===== src/rtl/wb2core.sv =====
// -----------------------------------------------------------------------------
// wb2core -- Wishbone B4 pipelined slave bridged onto a core-style
// req/gnt/rvalid memory port (the Ibex LSU/fetch handshake). On-chip memories
// and peripherals built for that handshake can then hang off the Wishbone
// interconnect as slaves.
//
// Datapath: one request holding register, an outstanding-transaction counter
// and a registered response stage. A three-state FSM tracks whether a
// Wishbone cycle is running and drains responses still owed to the device
// after the master drops wb_cyc.
//
// Build option:
//   WB2CORE_ERR_EN  defined   -> dev_err returns as wb_err (wb_ack suppressed)
//                   undefined -> wb_err tied low, dev_err ignored, every
//                                forwarded response returns as wb_ack
//
// Parameter:
//   MaxOutstanding  accepted-but-unanswered transactions allowed (1..15)
//
// Ports:
//   clk, rst                       clock, asynchronous active-high reset
//   wb_cyc, wb_stb, wb_we          Wishbone cycle / strobe / write enable
//   wb_sel[3:0], wb_adr[31:0]      byte selects, byte address (unmodified)
//   wb_dat_i[31:0]                 write data
//   wb_stall, wb_ack, wb_err       pipelined stall, normal / error termination
//   wb_dat_o[31:0]                 read data (holds when no response)
//   dev_req, dev_gnt               device request (held until grant), grant
//   dev_we, dev_be[3:0]            device write enable, byte enables
//   dev_addr[31:0], dev_wdata      device address, write data
//   dev_rvalid, dev_rdata, dev_err device response strobe, data, error
//   dbg_state_o[1:0]               FSM state (0 IDLE, 1 ACTIVE, 2 DRAIN)
//   dbg_cnt_o[3:0]                 outstanding-transaction count
//
// Handshakes:
//   Wishbone side: a request is taken on any rising edge where
//   wb_cyc & wb_stb & !wb_stall. Device side: dev_req is asserted with stable
//   dev_we/be/addr/wdata and is held until a cycle with dev_gnt high; the
//   request transfers on that edge and is never withdrawn beforehand.
//   dev_rvalid is a one-cycle strobe per granted request, in request order.
// -----------------------------------------------------------------------------
module wb2core #(
  parameter int MaxOutstanding = 2
) (
  input  logic        clk,
  input  logic        rst,

  input  logic        wb_cyc,
  input  logic        wb_stb,
  input  logic        wb_we,
  input  logic [3:0]  wb_sel,
  input  logic [31:0] wb_adr,
  input  logic [31:0] wb_dat_i,
  output logic        wb_stall,
  output logic        wb_ack,
  output logic        wb_err,
  output logic [31:0] wb_dat_o,

  output logic        dev_req,
  input  logic        dev_gnt,
  output logic        dev_we,
  output logic [3:0]  dev_be,
  output logic [31:0] dev_addr,
  output logic [31:0] dev_wdata,
  input  logic        dev_rvalid,
  input  logic [31:0] dev_rdata,
  input  logic        dev_err,

  output logic [1:0]  dbg_state_o,
  output logic [3:0]  dbg_cnt_o
);

  localparam int CntW = $clog2(MaxOutstanding + 1);
  localparam logic [CntW-1:0] MaxCnt  = CntW'(MaxOutstanding);
  localparam logic [CntW-1:0] CntOne  = CntW'(1);
  localparam logic [CntW-1:0] CntZero = '0;

  typedef enum logic [1:0] {
    ST_IDLE   = 2'd0,
    ST_ACTIVE = 2'd1,
    ST_DRAIN  = 2'd2
  } state_e;

  // ---------------------------------------------------------------------------
  // State
  // ---------------------------------------------------------------------------
  state_e          state_q, state_d;
  logic [CntW-1:0] cnt_q, cnt_d;

  logic            req_valid_q, req_valid_d;
  logic            req_we_q;
  logic [3:0]      req_be_q;
  logic [31:0]     req_addr_q;
  logic [31:0]     req_wdata_q;

  logic            ack_q, ack_d;
  logic            err_q, err_d;
  logic [31:0]     rdata_q;

  // ---------------------------------------------------------------------------
  // Combinational control
  // ---------------------------------------------------------------------------
  logic accept;     // Wishbone request taken this cycle
  logic rsp_count;  // device response that belongs to a counted transaction
  logic rsp_fwd;    // counted response that is returned to the master
  logic rsp_is_err; // forwarded response terminates with wb_err

`ifdef WB2CORE_ERR_EN
  assign rsp_is_err = dev_err;
`else
  logic unused_dev_err;
  assign unused_dev_err = dev_err;
  assign rsp_is_err     = 1'b0;
`endif

  // The stall term on req_valid_q looks at dev_gnt combinationally, so a
  // request being granted this cycle frees the holding register for the next
  // accept in the same cycle: full throughput with dev_gnt held high. The
  // count term uses the registered count only, so a response arriving in the
  // same cycle never lets an extra request through at the limit.
  always_comb begin
    wb_stall = (req_valid_q & ~dev_gnt) |
               (cnt_q == MaxCnt)        |
               (state_q == ST_DRAIN);
  end

  always_comb begin
    accept    = wb_cyc & wb_stb & ~wb_stall;
    // Responses with nothing outstanding (e.g. owed to requests issued before
    // a reset) are dropped entirely.
    rsp_count = dev_rvalid & (cnt_q != CntZero);
    // After an abort the master no longer expects terminations, so responses
    // are counted but not forwarded.
    rsp_fwd   = rsp_count & (state_q == ST_ACTIVE) & wb_cyc;
  end

  // Outstanding counter.
  always_comb begin
    cnt_d = cnt_q;
    unique case ({accept, rsp_count})
      2'b10:   cnt_d = cnt_q + CntOne;
      2'b01:   cnt_d = cnt_q - CntOne;
      default: cnt_d = cnt_q;
    endcase
  end

  // Holding register valid bit: a grant retires the current request, but an
  // accept in the same cycle reloads it, so the load wins.
  always_comb begin
    req_valid_d = req_valid_q;
    if (accept) begin
      req_valid_d = 1'b1;
    end else if (dev_gnt) begin
      req_valid_d = 1'b0;
    end
  end

  // Response stage: one-cycle termination strobes.
  always_comb begin
    ack_d = rsp_fwd & ~rsp_is_err;
    err_d = rsp_fwd &  rsp_is_err;
  end

  // FSM next state. DRAIN keeps presenting a request that was accepted before
  // the abort until it is granted; only new accepts are blocked (via stall).
  always_comb begin
    state_d = state_q;
    unique case (state_q)
      ST_IDLE: begin
        if (accept) begin
          state_d = ST_ACTIVE;
        end
      end
      ST_ACTIVE: begin
        if (!wb_cyc) begin
          state_d = (cnt_d == CntZero) ? ST_IDLE : ST_DRAIN;
        end
      end
      ST_DRAIN: begin
        if (cnt_d == CntZero) begin
          state_d = ST_IDLE;
        end
      end
      default: state_d = ST_IDLE;
    endcase
  end

  // ---------------------------------------------------------------------------
  // Registers
  // ---------------------------------------------------------------------------
  always_ff @(posedge clk or posedge rst) begin
    if (rst) begin
      state_q <= ST_IDLE;
      cnt_q   <= CntZero;
    end else begin
      state_q <= state_d;
      cnt_q   <= cnt_d;
    end
  end

  always_ff @(posedge clk or posedge rst) begin
    if (rst) begin
      req_valid_q <= 1'b0;
      req_we_q    <= 1'b0;
      req_be_q    <= 4'h0;
      req_addr_q  <= 32'h0;
      req_wdata_q <= 32'h0;
    end else begin
      req_valid_q <= req_valid_d;
      if (accept) begin
        req_we_q    <= wb_we;
        req_be_q    <= wb_sel;
        req_addr_q  <= wb_adr;
        req_wdata_q <= wb_dat_i;
      end
    end
  end

  always_ff @(posedge clk or posedge rst) begin
    if (rst) begin
      ack_q   <= 1'b0;
      err_q   <= 1'b0;
      rdata_q <= 32'h0;
    end else begin
      ack_q <= ack_d;
      err_q <= err_d;
      if (rsp_fwd) begin
        rdata_q <= dev_rdata;
      end
    end
  end

  // ---------------------------------------------------------------------------
  // Outputs
  // ---------------------------------------------------------------------------
  assign dev_req     = req_valid_q;
  assign dev_we      = req_we_q;
  assign dev_be      = req_be_q;
  assign dev_addr    = req_addr_q;
  assign dev_wdata   = req_wdata_q;

  assign wb_ack      = ack_q;
  assign wb_err      = err_q;
  assign wb_dat_o    = rdata_q;

  assign dbg_state_o = state_q;
  assign dbg_cnt_o   = 4'(cnt_q);

endmodule


===== config.mk =====
export PLATFORM = sky130hd
export DESIGN_NAME = wb2core
export DESIGN_NICKNAME = d
export VERILOG_FILES = /design/src/rtl/wb2core.sv
export SDC_FILE = /design/constraint.sdc
export NUM_CORES = 1
export LEC_CHECK = 0
export BUFFER_PORTS_ARGS = -buffer_cell sky130_fd_sc_hd__buf_2
export CELL_PAD_IN_SITES_DETAIL_PLACEMENT = 1
export CELL_PAD_IN_SITES_GLOBAL_PLACEMENT = 1
export CORE_UTILIZATION = 33
export DETAILED_ROUTE_END_ITERATION = 8
export PLACE_DENSITY_LB_ADDON = 0.12
export REMOVE_ABC_BUFFERS = 1
export SYNTH_ARGS = -nofsm -noshare
export SYNTH_HDL_FRONTEND = slang
export SYNTH_SLANG_ARGS = --single-unit

===== constraint.sdc =====
create_clock -name clk -period 2.6 [get_ports clk]
set_input_delay 0 -clock clk [delete_from_list [all_inputs] [get_ports clk]]
set_output_delay 0 -clock clk [all_outputs]
set_load 0.03 [all_outputs]

After elaboration in Yosys (flattened, before gate mapping)
Cells that the tools add are included.

Bits of input ports: 108. Register bits: 107. Word-level logic and storage cells: 42.

Eq/ne operators: 8. Muxes and demuxes: 8. Reduce and logical (&&, ||, !) cells: 5. $add $sub $neg: 2. Bitwise gates (word level): 10.

Operator list (count): 2-bit 2-to-1 mux (4); 1-bit AND (6); 2-bit equality test, second input constant (3); 2-bit one-hot mux with 3 select lines (1); 2-bit by 1-bit equality test with 1-bit output, second input constant (2); 2-bit logical NOT (2); 2-bit inequality test, second input constant (2); 2-bit one-hot mux with 2 select lines (1); 2-bit nonzero test (2); 3-bit AND reduction (1); 2-bit by 1-bit adder with 2-bit output, second input constant (1); 1-bit 2-to-1 mux (2); 2-bit by 1-bit inequality test with 1-bit output, second input constant (1); 1-bit NOT (2); 1-bit bitwise OR (2); 2-bit by 1-bit subtractor with 2-bit output, second input constant (1).

Depth between registers and ports, before layout
Gate-level depths: netlist (run 1).

Depth in word-level cells: 12. Depth in mapped cells: 10.

Least setup slack after synthesis (run 1)
OpenSTA, ideal clock, no wires.

Path kind: reg-to-reg. Start point: register cnt_q[0]. End point: register state_q[1] (netlist: dbg_state_o[1]). Slack: 0.419 ns. Data arrival time: 2.049 ns. Clock period less this slack: 2.181 ns. Library setup time: 0.132 ns. Stages on the path, launching flop included: 11. Cell sequence: dfrtp_1 -> buf_6 -> nand2b_4 -> and4b_1 -> buf_4 -> buf_6 -> inv_1 -> ha_1 -> nand3b_1 -> a21oi_1 -> a211oi_1.

Word-level cells in the longest chain between the ends: 11. Elaborated cells on any way between the ends: 19.

Ends and longest elaborated chain: start: declaration (line 87) `logic [CntW-1:0] cnt_q, cnt_d;`; start signal: assignment (line 193) `cnt_q <= CntZero;`; start signal: assignment (line 196) `cnt_q <= cnt_d;`; 2-bit equality test (line 122) `(cnt_q == MaxCnt) |`; 1-bit bitwise OR (line 121) `wb_stall = (req_valid_q & ~dev_gnt) |`; 1-bit bitwise OR (line 122); 1-bit NOT (line 127) `accept = wb_cyc & wb_stb & ~wb_stall;`; 1-bit AND (line 127); 2-bit by 1-bit equality test with 1-bit output / 2-bit equality test (equally long branches) (line 139) `unique case ({accept, rsp_count})`; 2-bit one-hot mux with 2 select lines (line 139); 2-bit logical NOT (line 175, 179); 2-bit 2-to-1 mux (line 175) `state_d = (cnt_d == CntZero) ? ST_IDLE : ST_DRAIN;`; 2-bit 2-to-1 mux (line 174) `if (!wb_cyc) begin`; 2-bit one-hot mux with 3 select lines (line 167) `unique case (state_q)`; end signal: assignment (line 195) `state_q <= state_d;`; end: declaration (line 86) `state_e state_q, state_d;`.

Parallel ways exist; a longest one is shown, timed or not. The select of a mux whose other input is x is not followed. A chain may end at the register's enable or synchronous reset.

Worst setup path in the final report (run 1)
Same ends and word-level chain as after synthesis.

==> impl_metrics.env, run 1 <==
export IMPL_outcome="finished, final reports clean"
export IMPL_clock_sinks=107
export IMPL_drc=0
export IMPL_netlist_area_leader_share=0.588
export IMPL_synth_top_cells_by_area="dfrtp_1 (59%), mux2_4 (32%), buf_6 (2.2%)"
export IMPL_synth_common_cells="dfrtp_1 (107), mux2_4 (98), buf_6 (9)"
export IMPL_power_density_mw_per_mm2=1260
export IMPL_clock_latency_ns=0.34
export IMPL_synth_top_cell_by_area="dfrtp_1"
export IMPL_postSynthAreaPerCell_sq_um=18.2
export IMPL_final_layout_size_suffix_gt1_frac=0.585
export IMPL_route_detailed_wl_per_inst_microns=15.8
export IMPL_number_of_storage_elements_in_the_synthesis_netlist=107
export IMPL_cts_root_buf="clkbuf_16"
export IMPL_final_antenna_net_count=0
export IMPL_drt_pass1_iterations=4
export IMPL_post_dp_cell_area_sq_mm=0.00573
export IMPL_pwr_total_mw=8.91
export IMPL_ys_warnings_count=0
export IMPL_rsz_0062_raised_after_global_routing="no"
export IMPL_slew_viol_final=0
export IMPL_tritoncts_num_buffers=9
export IMPL_fillCellCount=1388
export IMPL_timing_critical_path_fanout_max=8
export IMPL_timing_critical_path_slowest_cell_delay_ns=0.50
export IMPL_cts_tree="yes"
export IMPL_worst_ep_required_time_ns=2.82
export IMPL_post_dp_hpwl_microns=7300
export IMPL_slew_headroom=0.549
export IMPL_leak_nw=3.54
export IMPL_synth_edf_count=0
export IMPL_design_portCount=219
export IMPL_grt_start_max_net_pins=70
export IMPL_post_route_cell_area_sq_mm=0.00707
export IMPL_post_synth_top_count_cell="dfrtp_1"
export IMPL_drv_cap=0
export IMPL_wire_length_of_the_first_global_routing_pass_microns=19700
export IMPL_row_count=42
export IMPL_vdd_drop_max_uv=635
export IMPL_vias_in_the_first_global_route=3672
export IMPL_overall_routing_resource_usage=0.179
export IMPL_dominantRegCellSynth="dfrtp_1"
export IMPL_post_route_period_util=0.739
export IMPL_fp_dieW_microns=119
export IMPL_routed_via_density=4.31
export IMPL_finalHoldViolations=0
export IMPL_postSynthCellCount=250
export IMPL_core_area_sq_mm=0.0133
export IMPL_layout_core_utilization=0.529
export IMPL_grt_overflow_total=0
export IMPL_antenna_violations_before_repair=0
export IMPL_postSynth_asyncResetShare=1.00
export IMPL_timing_final_ws_setup_ns=0.678
export IMPL_gp_congestion=0.680
export IMPL_ctsHtreeMaxLevel=3
export IMPL_critical_path_arrival_ns=2.14
export IMPL_multiInputGateArea_sq_mm=0.00169
export IMPL_path_class="register to register"
export IMPL_worstMarginPinSlew_ns=0.677
export IMPL_cts_max_path_buffers=2
export IMPL_finalCriticalPeriod_ns=1.92
export IMPL_sort_of_element_at_the_end_of_the_critical_path="register"
export IMPL_area_growth_synth_to_final_pct=55.3
export IMPL_max_freq_ghz=0.520
export IMPL_die_height_microns=119
export IMPL_mappedNetlistArea_sq_mm=0.00455
export IMPL_dr_first_iter_drc_count=105
export IMPL_cts_reportedPaths_clkPinSlew_ns=0.07
export IMPL_num_vias=3232
export IMPL_critPathBufInv=1
export IMPL_total_die_area_sq_mm=0.0143
export IMPL_critical_path_cell_chain="nand2b_4, and4b_4, inv_1, ha_1, nand3b_1, a21oi_1, a211oi_1"
export IMPL_critical_path_top_delay_family="simple AND/OR/NAND/NOR gates"
export IMPL_wl_microns=11900
export IMPL_ctsResizeCount=0
export IMPL_slowest_cp_cell="dfrtp_1"
export IMPL_diodes=0
export IMPL_post_synth_num_cell_types=24
export IMPL_finalSetupViolCount=0
export IMPL_worst_setup_path_start_kind="register"
export IMPL_worstHoldPathType="input pin to register"
export IMPL_final_net_count=679
export IMPL_register_area_sq_mm=0.00268
export IMPL_post_synthesis_sequential_area_ratio=0.588
export IMPL_preCtsSetupSlack_ns=0.707
export IMPL_floorplan_initialDensity=0.341
export IMPL_port_buffer_count=214
export IMPL_skew_ns=0.00639
## placed cells by master, fill, tap and decap left out, drive strengths merged, types with 2 or more instances in the layout
master,instances
buf,218
dfrtp,107
dlygate4sd3,105
mux2,101
clkbuf,14
nand2b,4
nand2,3
conb,3
xnor2,2
nor2,2
and4b,2
inv,2
## per-layer routing
metal | routed length, microns | share of wire | track usage | up-vias
li1 | - | - | - | 1493
met5 | 0 | 0 | 0 | -
met2 | 6280 | 0.53 | 0.315 | 104
met3 | 605 | 0.051 | 0.0503 | 10
met1 | 4880 | 0.41 | 0.214 | 1625
met4 | 111 | 0.0093 | 0.0469 | 0
## logic make-up (layout without fill, tap and decap cells)
kind of cell	after synthesis	after routing	share of synthesized area
AOI/OAI and AO/OA	4	4	0.00577
xor gates and xnor gates	3	3	0.00577
adders and majority gates	1	1	0.00275
buffers and inverters	18	340	0.0437
DFF	107	107	0.588
muxes	101	101	0.331
other	1	3	0.000824
and+or+nand+nor	15	15	0.0223
## cell type report
type / instances / area share
flip-flops and latches: 107 / 0.379
repair buffers: 323 / 0.310
multi-input cells: 127 / 0.239
clock buffers: 14 / 0.0388
well taps: 176 / 0.0312
inverters: 2 / 0.00142
clock inverters: 1 / 0.00106
## report_power, final
part	internal [mW]	switching, mW
Combinational	1.98	2.65
Sequential	2.50	0.479
Clock	0.724	0.571
## state kept, by name (all words and copies together) (netlist names)
name / cells
cnt_q: 2
dbg_state_o: 2
dev_addr: 32
dev_be: 4
dev_req: 1
dev_wdata: 32
dev_we: 1
wb_ack: 1
wb_dat_o: 32
## worst paths after layout
path | from | endpoint | slack [ns] | cells past startpoint
max in group asynchronous | rst | wb_dat_o[15]$_DFFE_PP0P_ | 1.57 | 4
min in group asynchronous | rst | dev_wdata[26]$_DFFE_PP0P_ | 0.31 | 3
worst min-delay path | wb_stb | dev_req$_DFFE_PP0P_ | 0.18 | 5
worst max-delay path | cnt_q[0]$_DFF_PP0_ | dbg_state_o[1]$_DFFE_PP0P_ | 0.68 | 7
worst min register to register | dev_wdata[14]$_DFFE_PP0P_ | dev_wdata[14]$_DFFE_PP0P_ | 0.51 | 1
worst max register to register | cnt_q[0]$_DFF_PP0_ | dbg_state_o[1]$_DFFE_PP0P_ | 0.68 | 7
## through the flow
stage	instances	hold slack (ns)	setup TNS (ns)
6_report	750	0.178	0
5_1_grt	750	0.195	0
4_1_cts	750	0.163	0
3_5_place_dp	630	0.169	0
3_3_place_gp	630	0.169	0
2_1_floorplan	236	0.148	-127.14
## what timing repair did
| item | CTS | global route |
|---|---|---|
| buffers inserted | 0 | 0 |
| hold buffers | 105 | 0 |
| hold endpoints to repair | 155 | 0 |
## worst reg2reg max path, delay by kind of cell (launching register included)
family / cells / cell delay, ns
AO/OA/AOI/OAI: 2 / 0.23
AND/OR/NAND/NOR: 3 / 0.64
buffers and inverters: 1 / 0.06
adder cells (fa/ha/maj): 1 / 0.36
flip-flops: 1 / 0.50
(Power assumes the default switching activity.)
==> run 2: changes to the inputs <==
--- a/config.mk
+++ b/config.mk
@@ -5,10 +5,11 @@
 export SDC_FILE = /design/constraint.sdc
 export NUM_CORES = 1
 export LEC_CHECK = 0
+export ABC_AREA = 1
 export BUFFER_PORTS_ARGS = -buffer_cell sky130_fd_sc_hd__buf_2
 export CELL_PAD_IN_SITES_DETAIL_PLACEMENT = 1
 export CELL_PAD_IN_SITES_GLOBAL_PLACEMENT = 1
-export CORE_UTILIZATION = 33
+export CORE_UTILIZATION = 29
 export DETAILED_ROUTE_END_ITERATION = 8
 export PLACE_DENSITY_LB_ADDON = 0.12
 export REMOVE_ABC_BUFFERS = 1
==> constraint.sdc (replaced) <==
create_clock -name clk -period 1.56 [get_ports clk]
set_input_delay 0 -clock clk [delete_from_list [all_inputs] [get_ports clk]]
set_output_delay 0 -clock clk [all_outputs]
set_load 0.03 [all_outputs]
==> impl_metrics.env, run 2 <==
export IMPL_post_synth_num_cell_types=18
export IMPL_finalHoldViolations=0
export IMPL_floorplan_initialDensity=0.302
export IMPL_intPower_mw=8.03
export IMPL_layout_core_utilization=0.509
export IMPL_clock_latency_ns=0.35
export IMPL_wl_microns=15600
export IMPL_grt_start_max_net_pins=71
export IMPL_drt_pass1_iterations=4
export IMPL_design_portCount=219
export IMPL_total_die_area_sq_mm=0.0151
export IMPL_rsz_0062_raised_after_global_routing="yes"
export IMPL_synth_top_cells_by_area="dfrtp_1 (63%), nand2_1 (22%), nand3_1 (8.5%)"
export IMPL_skew_ns=0.00545
export IMPL_fp_dieW_microns=123
export IMPL_antenna_violations_before_repair=0
export IMPL_tritoncts_num_buffers=9
export IMPL_clockPowerShare=0.155
export IMPL_cts_root_buf="clkbuf_16"
export IMPL_cts_max_path_buffers=2
export IMPL_worst_ep_required_time_ns=1.80
export IMPL_layout_commonest_cell="nand2_1"
export IMPL_mappedNetlistArea_sq_mm=0.00424
export IMPL_ctsHtreeMaxLevel=3
export IMPL_port_buffer_count=214
export IMPL_post_synth_top_count_cell="nand2_1"
export IMPL_vias_in_the_first_global_route=4778
export IMPL_gp_congestion=0.731
export IMPL_synth_top_cell_by_area="dfrtp_1"
export IMPL_postSynth_asyncResetShare=1.00
export IMPL_timing_critical_path_slowest_cell_delay_ns=0.42
export IMPL_route_detailed_wl_per_inst_microns=15.8
export IMPL_power_density_mw_per_mm2=2100
export IMPL_timing_hold_ws_ns=0.278
export IMPL_vdd_drop_max_uv=806
export IMPL_row_count=43
export IMPL_num_vias=4481
export IMPL_critical_path_cell_chain="nand2_2, nand2_2, nor2_4, nand2_2, ha_4, xor2_2, nand3_1, nand2_1, inv_1"
export IMPL_outcome="finished, final reports clean"
export IMPL_finalCriticalPeriod_ns=1.51
export IMPL_worst_setup_path_start_kind="register"
export IMPL_worstMarginPinSlew_ns=0.568
export IMPL_area_growth_synth_to_final_pct=68.8
export IMPL_slew_viol_final=0
export IMPL_slowest_cp_cell="dfrtp_1"
export IMPL_finalSetupViolCount=0
export IMPL_wire_length_of_the_first_global_routing_pass_microns=23800
export IMPL_cts_tree="yes"
export IMPL_final_layout_size_suffix_gt1_frac=0.331
export IMPL_die_height_microns=123
export IMPL_worstHoldPathType="input pin to register"
export IMPL_cts_reportedPaths_clkPinSlew_ns=0.07
export IMPL_synth_edf_count=0
export IMPL_dr_first_iter_drc_count=171
export IMPL_fillCellCount=1644
export IMPL_multiInputGateArea_sq_mm=0.00142
export IMPL_postSynthAreaPerCell_sq_um=8.83
export IMPL_timing_critical_path_fanout_max=3
export IMPL_path_class="register to register"
export IMPL_overall_routing_resource_usage=0.208
export IMPL_drv_cap=0
export IMPL_core_area_sq_mm=0.0140
export IMPL_final_net_count=914
export IMPL_leak_nw=4.01
export IMPL_slew_headroom=0.622
export IMPL_most_common_cell_on_crit_path="nand2_2"
export IMPL_layout_cells_most_common_list="nand2_1 (243), buf_2 (213), dfrtp_1 (107)"
export IMPL_number_of_storage_elements_in_the_synthesis_netlist=107
export IMPL_ys_warnings_count=0
export IMPL_postSynthCellCount=480
export IMPL_netlist_area_leader_share=0.632
export IMPL_post_route_period_util=0.970
export IMPL_clock_sinks=107
export IMPL_sort_of_element_at_the_end_of_the_critical_path="register"
export IMPL_routed_via_density=4.53
export IMPL_grt_overflow_total=0
export IMPL_final_antenna_net_count=0
export IMPL_netSwitchingFraction=0.466
export IMPL_diodes=0
export IMPL_post_dp_cell_area_sq_mm=0.00556
export IMPL_seqPwrFrac=0.318
export IMPL_power_frac_comb=0.527
export IMPL_drc=0
export IMPL_post_dp_hpwl_microns=8880
export IMPL_register_area_sq_mm=0.00268
export IMPL_synth_common_cells="nand2_1 (246), dfrtp_1 (107), nand3_1 (72)"
export IMPL_critical_path_arrival_ns=1.76
export IMPL_post_route_cell_area_sq_mm=0.00715
export IMPL_max_freq_ghz=0.661
export IMPL_dominantRegCellSynth="dfrtp_1"
export IMPL_pwr_total_mw=15.0
export IMPL_post_synthesis_sequential_area_ratio=0.632
export IMPL_power_net_switching_mw=7.00
## run 2: cell types whose count changed after synthesis, moves of 9 or more
cell      delta
buf_6        -9
nand2_1    +243
nand3_1     +71
inv_1        +9
clkbuf_1     +9
buf_2       +18
mux2_4      -98
## run 2: critical path: cells and delay by family, from the launching register on
family | cells | cell delay (ns)
DFF | 1 | 0.42
buffers and inverters | 1 | 0.04
and+or+nand+nor | 6 | 0.50
xor gates and xnor gates | 1 | 0.15
adders and majority gates | 1 | 0.29
## run 2: layer usage
layer | part of all wire | global-route usage | vias to the layer above
li1 | - | - | 2138
met1 | 0.42 | 0.246 | 2157
met2 | 0.48 | 0.349 | 163
met3 | 0.077 | 0.0581 | 23
met4 | 0.024 | 0.0953 | 0
met5 | 0 | 0 | -
## run 2: per-stage QoR
| stage | cells | TNS (ns) | setup WS [ns] |
|---|---|---|---|
| 3_5_place_dp | 860 | 0 | 0.0222 |
| 4_1_cts | 986 | -0.0151 | -0.0151 |
| 2_1_floorplan | 452 | -237.78 | -1.80 |
| 3_3_place_gp | 860 | 0 | 0.0469 |
| 5_1_grt | 989 | -0.101 | -0.0675 |
| 6_report | 989 | 0 | 0.0466 |
## run 2: layout make-up
| type | count | share of cell area |
|---|---|---|
| timing repair buffer | 342 | 0.346 |
| clock inverter | 2 | 0.00490 |
| sequential | 107 | 0.374 |
| multi-input combinational | 332 | 0.199 |
| tap | 180 | 0.0315 |
| clock buffer | 13 | 0.0364 |
| inverter | 13 | 0.00787 |
## run 2: cells by family after synthesis
| logic type | share of synthesized area |
|---|---|
| simple gates | 0.311 |
| flops | 0.632 |
| buf+inv | 0.0461 |
| compound gates | 0.00473 |
| xor+xnor | 0.00207 |
| fa+ha+maj | 0.00295 |
| other cells | 0.000885 |
## run 2: what timing repair did
| item | in CTS | in global routing |
|---|---|---|
| pin swaps | 1 | 6 |
| buffers inserted | 4 | 2 |
| hold buffers | 104 | 0 |
| endpoints found under the setup margin | 1 | 72 |
| cloned | 3 | 2 |
| endpoints found under the hold margin | 211 | 0 |
| resized for setup | 8 | 19 |
## run 2: path summary, 6_finish.rpt
kind	start	endpoint	slack, ns	cells after the start
max reg2reg	cnt_q[1]$_DFF_PP0_	dbg_state_o[1]$_DFFE_PP0P_	0.05	9
max in group asynchronous	rst	wb_dat_o[12]$_DFFE_PP0P_	0.78	4
min in group asynchronous	rst	dev_wdata[19]$_DFFE_PP0P_	0.29	4
max	cnt_q[1]$_DFF_PP0_	dbg_state_o[1]$_DFFE_PP0P_	0.05	9
min	dev_rvalid	cnt_q[1]$_DFF_PP0_	0.28	6
min reg2reg	dev_wdata[1]$_DFFE_PP0P_	dev_wdata[1]$_DFFE_PP0P_	0.46	2
## run 2: power groups by stage
stage          Sequential (mW)  Combinational (mW)  Clock (mW)
5_1_grt                   4.93                8.58        2.51
3_3_place_gp              4.73                6.74           0
4_1_cts                   4.76                7.83        2.41
3_5_place_dp              4.79                6.86           0
6_report                  4.78                7.93        2.32
2_1_floorplan             7.39                1.71           0
==> run 3: changes to the inputs <==
--- a/config.mk
+++ b/config.mk
@@ -9,7 +9,7 @@
 export BUFFER_PORTS_ARGS = -buffer_cell sky130_fd_sc_hd__buf_2
 export CELL_PAD_IN_SITES_DETAIL_PLACEMENT = 1
 export CELL_PAD_IN_SITES_GLOBAL_PLACEMENT = 1
-export CORE_UTILIZATION = 29
+export CORE_UTILIZATION = 32
 export DETAILED_ROUTE_END_ITERATION = 8
 export PLACE_DENSITY_LB_ADDON = 0.12
 export REMOVE_ABC_BUFFERS = 1
==> constraint.sdc (replaced) <==
create_clock -name clk -period 1.48 [get_ports clk]
set_input_delay 0 -clock clk [delete_from_list [all_inputs] [get_ports clk]]
set_output_delay 0 -clock clk [all_outputs]
set_load 0.03 [all_outputs]
==> impl_metrics.env, run 3 (same netlist as run 2, synthesis figures left out) <==
export IMPL_dr_first_iter_drc_count=198
export IMPL_layout_cells_most_common_list="nand2_1 (239), buf_2 (213), dfrtp_1 (107)"
export IMPL_gp_congestion=0.754
export IMPL_grt_overflow_total=0
export IMPL_power_net_switching_mw=7.53
export IMPL_max_freq_ghz=0.661
export IMPL_timing_critical_path_fanout_max=3
export IMPL_multiInputGateArea_sq_mm=0.00142
export IMPL_diodes=0
export IMPL_port_buffer_count=214
export IMPL_power_density_mw_per_mm2=2220
export IMPL_path_class="register to register"
export IMPL_final_layout_size_suffix_gt1_frac=0.348
export IMPL_final_antenna_net_count=0
export IMPL_core_area_sq_mm=0.0128
export IMPL_row_count=41
export IMPL_timing_critical_path_slowest_cell_delay_ns=0.40
export IMPL_clock_sinks=107
export IMPL_clock_latency_ns=0.34
export IMPL_critical_path_top_delay_family="flip-flops"
export IMPL_drt_pass1_iterations=4
export IMPL_cts_tree="yes"
export IMPL_preCtsSetupSlack_ns=-0.138
export IMPL_layout_core_utilization=0.569
export IMPL_wl_microns=16500
export IMPL_post_dp_hpwl_microns=9150
export IMPL_drv_cap=0
export IMPL_tritoncts_num_buffers=9
export IMPL_post_dp_cell_area_sq_mm=0.00561
export IMPL_antenna_violations_before_repair=0
export IMPL_floorplan_initialDensity=0.332
export IMPL_vias_in_the_first_global_route=4833
export IMPL_area_growth_synth_to_final_pct=71.5
export IMPL_sort_of_element_at_the_end_of_the_critical_path="register"
export IMPL_post_route_period_util=1.02
export IMPL_num_vias=4563
export IMPL_final_cells=991
export IMPL_total_die_area_sq_mm=0.0137
export IMPL_slowest_cp_cell="dfrtp_1"
export IMPL_slew_viol_final=0
export IMPL_leak_nw=4.07
export IMPL_skew_ns=0.00446
export IMPL_fp_dieW_microns=117
export IMPL_register_area_sq_mm=0.00268
export IMPL_finalSetupViolCount=3
export IMPL_power_frac_comb=0.522
export IMPL_final_setup_tns_ns=-0.0505
export IMPL_dp_cells=858
export IMPL_grt_start_max_net_pins=71
export IMPL_timing_final_ws_setup_ns=-0.0325
export IMPL_design_portCount=219
export IMPL_routed_via_density=4.60
export IMPL_final_net_count=923
export IMPL_worst_ep_required_time_ns=1.72
export IMPL_seqPwrFrac=0.315
export IMPL_layout_commonest_cell="nand2_1"
export IMPL_cts_reportedPaths_clkPinSlew_ns=0.07
export IMPL_ctsHtreeMaxLevel=3
export IMPL_violations="negative setup slack"
export IMPL_die_height_microns=117
export IMPL_finalHoldViolations=0
export IMPL_wire_length_of_the_first_global_routing_pass_microns=24100
export IMPL_cts_root_buf="clkbuf_16"
export IMPL_finalCriticalPeriod_ns=1.51
export IMPL_critPathBufInv=2
export IMPL_worstHoldPathType="input pin to register"
export IMPL_critical_path_cell_chain="buf_4, o21a_1, ha_4, xor2_2, nand3_1, nand2_1, inv_1"
export IMPL_route_detailed_wl_per_inst_microns=16.6
export IMPL_overall_routing_resource_usage=0.233
export IMPL_outcome="finished, violations left"
export IMPL_worst_setup_path_start_kind="register"
export IMPL_drc=0
export IMPL_netSwitchingFraction=0.467
export IMPL_clockPowerShare=0.163
export IMPL_vdd_drop_max_uv=1240
export IMPL_critical_path_arrival_ns=1.76
export IMPL_cts_max_path_buffers=2
export IMPL_post_route_cell_area_sq_mm=0.00727
export IMPL_rsz_0062_raised_after_global_routing="yes"
export IMPL_fillCellCount=1491
export IMPL_intPower_mw=8.60
run 3: final timing paths:
kind | start | end | slack [ns] | cells after the start
max | cnt_q[0]$_DFF_PP0_ | dbg_state_o[1]$_DFFE_PP0P_ | -0.03 | 7
min | dev_gnt | dev_req$_DFFE_PP0P_ | 0.05 | 5
max reg2reg | cnt_q[0]$_DFF_PP0_ | dbg_state_o[1]$_DFFE_PP0P_ | -0.03 | 7
min reg2reg | dev_wdata[28]$_DFFE_PP0P_ | dev_wdata[28]$_DFFE_PP0P_ | 0.47 | 2
max in group asynchronous | rst | dev_addr[16]$_DFFE_PP0P_ | 0.70 | 4
min in group asynchronous | rst | wb_dat_o[1]$_DFFE_PP0P_ | 0.22 | 3
run 3: layout make-up:
type | instances | share of cell area
Multi-Input combinational cell | 332 | 0.196
Clock buffer | 10 | 0.0329
Sequential cell | 107 | 0.368
Timing Repair Buffer | 351 | 0.352
Clock inverter | 6 | 0.0122
Tap cell | 172 | 0.0296
Inverter | 13 | 0.00947
run 3: repair_timing:
item | in CTS | in global routing
gates resized for setup | 17 | 18
buffers inserted | 7 | 3
endpoints found under the hold margin | 146 | 0
endpoints found under the setup margin | 59 | 93
hold buffers | 103 | 0
gates cloned | 2 | 3
pin swaps | 5 | 9
run 3: worst reg2reg max path: cells and delay by family, from the launching register on:
kind | cells | cell delay [ns]
xor gates and xnor gates | 1 | 0.17
adders and majority gates | 1 | 0.30
buffers and inverters | 2 | 0.19
and+or+nand+nor | 2 | 0.15
DFF | 1 | 0.40
AOI/OAI and AO/OA | 1 | 0.21
run 3: power by group through the flow:
stage / logic, mW / clock network, mW / registers [mW]
floorplan: 1.80 / 0 / 7.79
detailed placement: 7.20 / 0 / 5.07
global route: 9.05 / 2.79 / 5.24
CTS: 8.24 / 2.69 / 5.05
finish: 8.43 / 2.62 / 5.08
global placement: 7.09 / 0 / 4.99
run 3: metal layers:
layer,GRT usage,part of all wire,vias to the layer above
li1,-,-,2157
met1,0.256,0.39,2209
met2,0.433,0.52,167
met3,0.0602,0.068,30
met4,0.0878,0.023,0
met5,0,0,-
run 3: through the flow:
stage	total power [mW]	hold slack, ns
after floorplan	9.59	0.110
after global placement	12.1	0.0251
after detailed placement	12.3	0.0387
after CTS	16.0	0.00500
after global routing	17.1	0.0667
final	16.1	0.0503
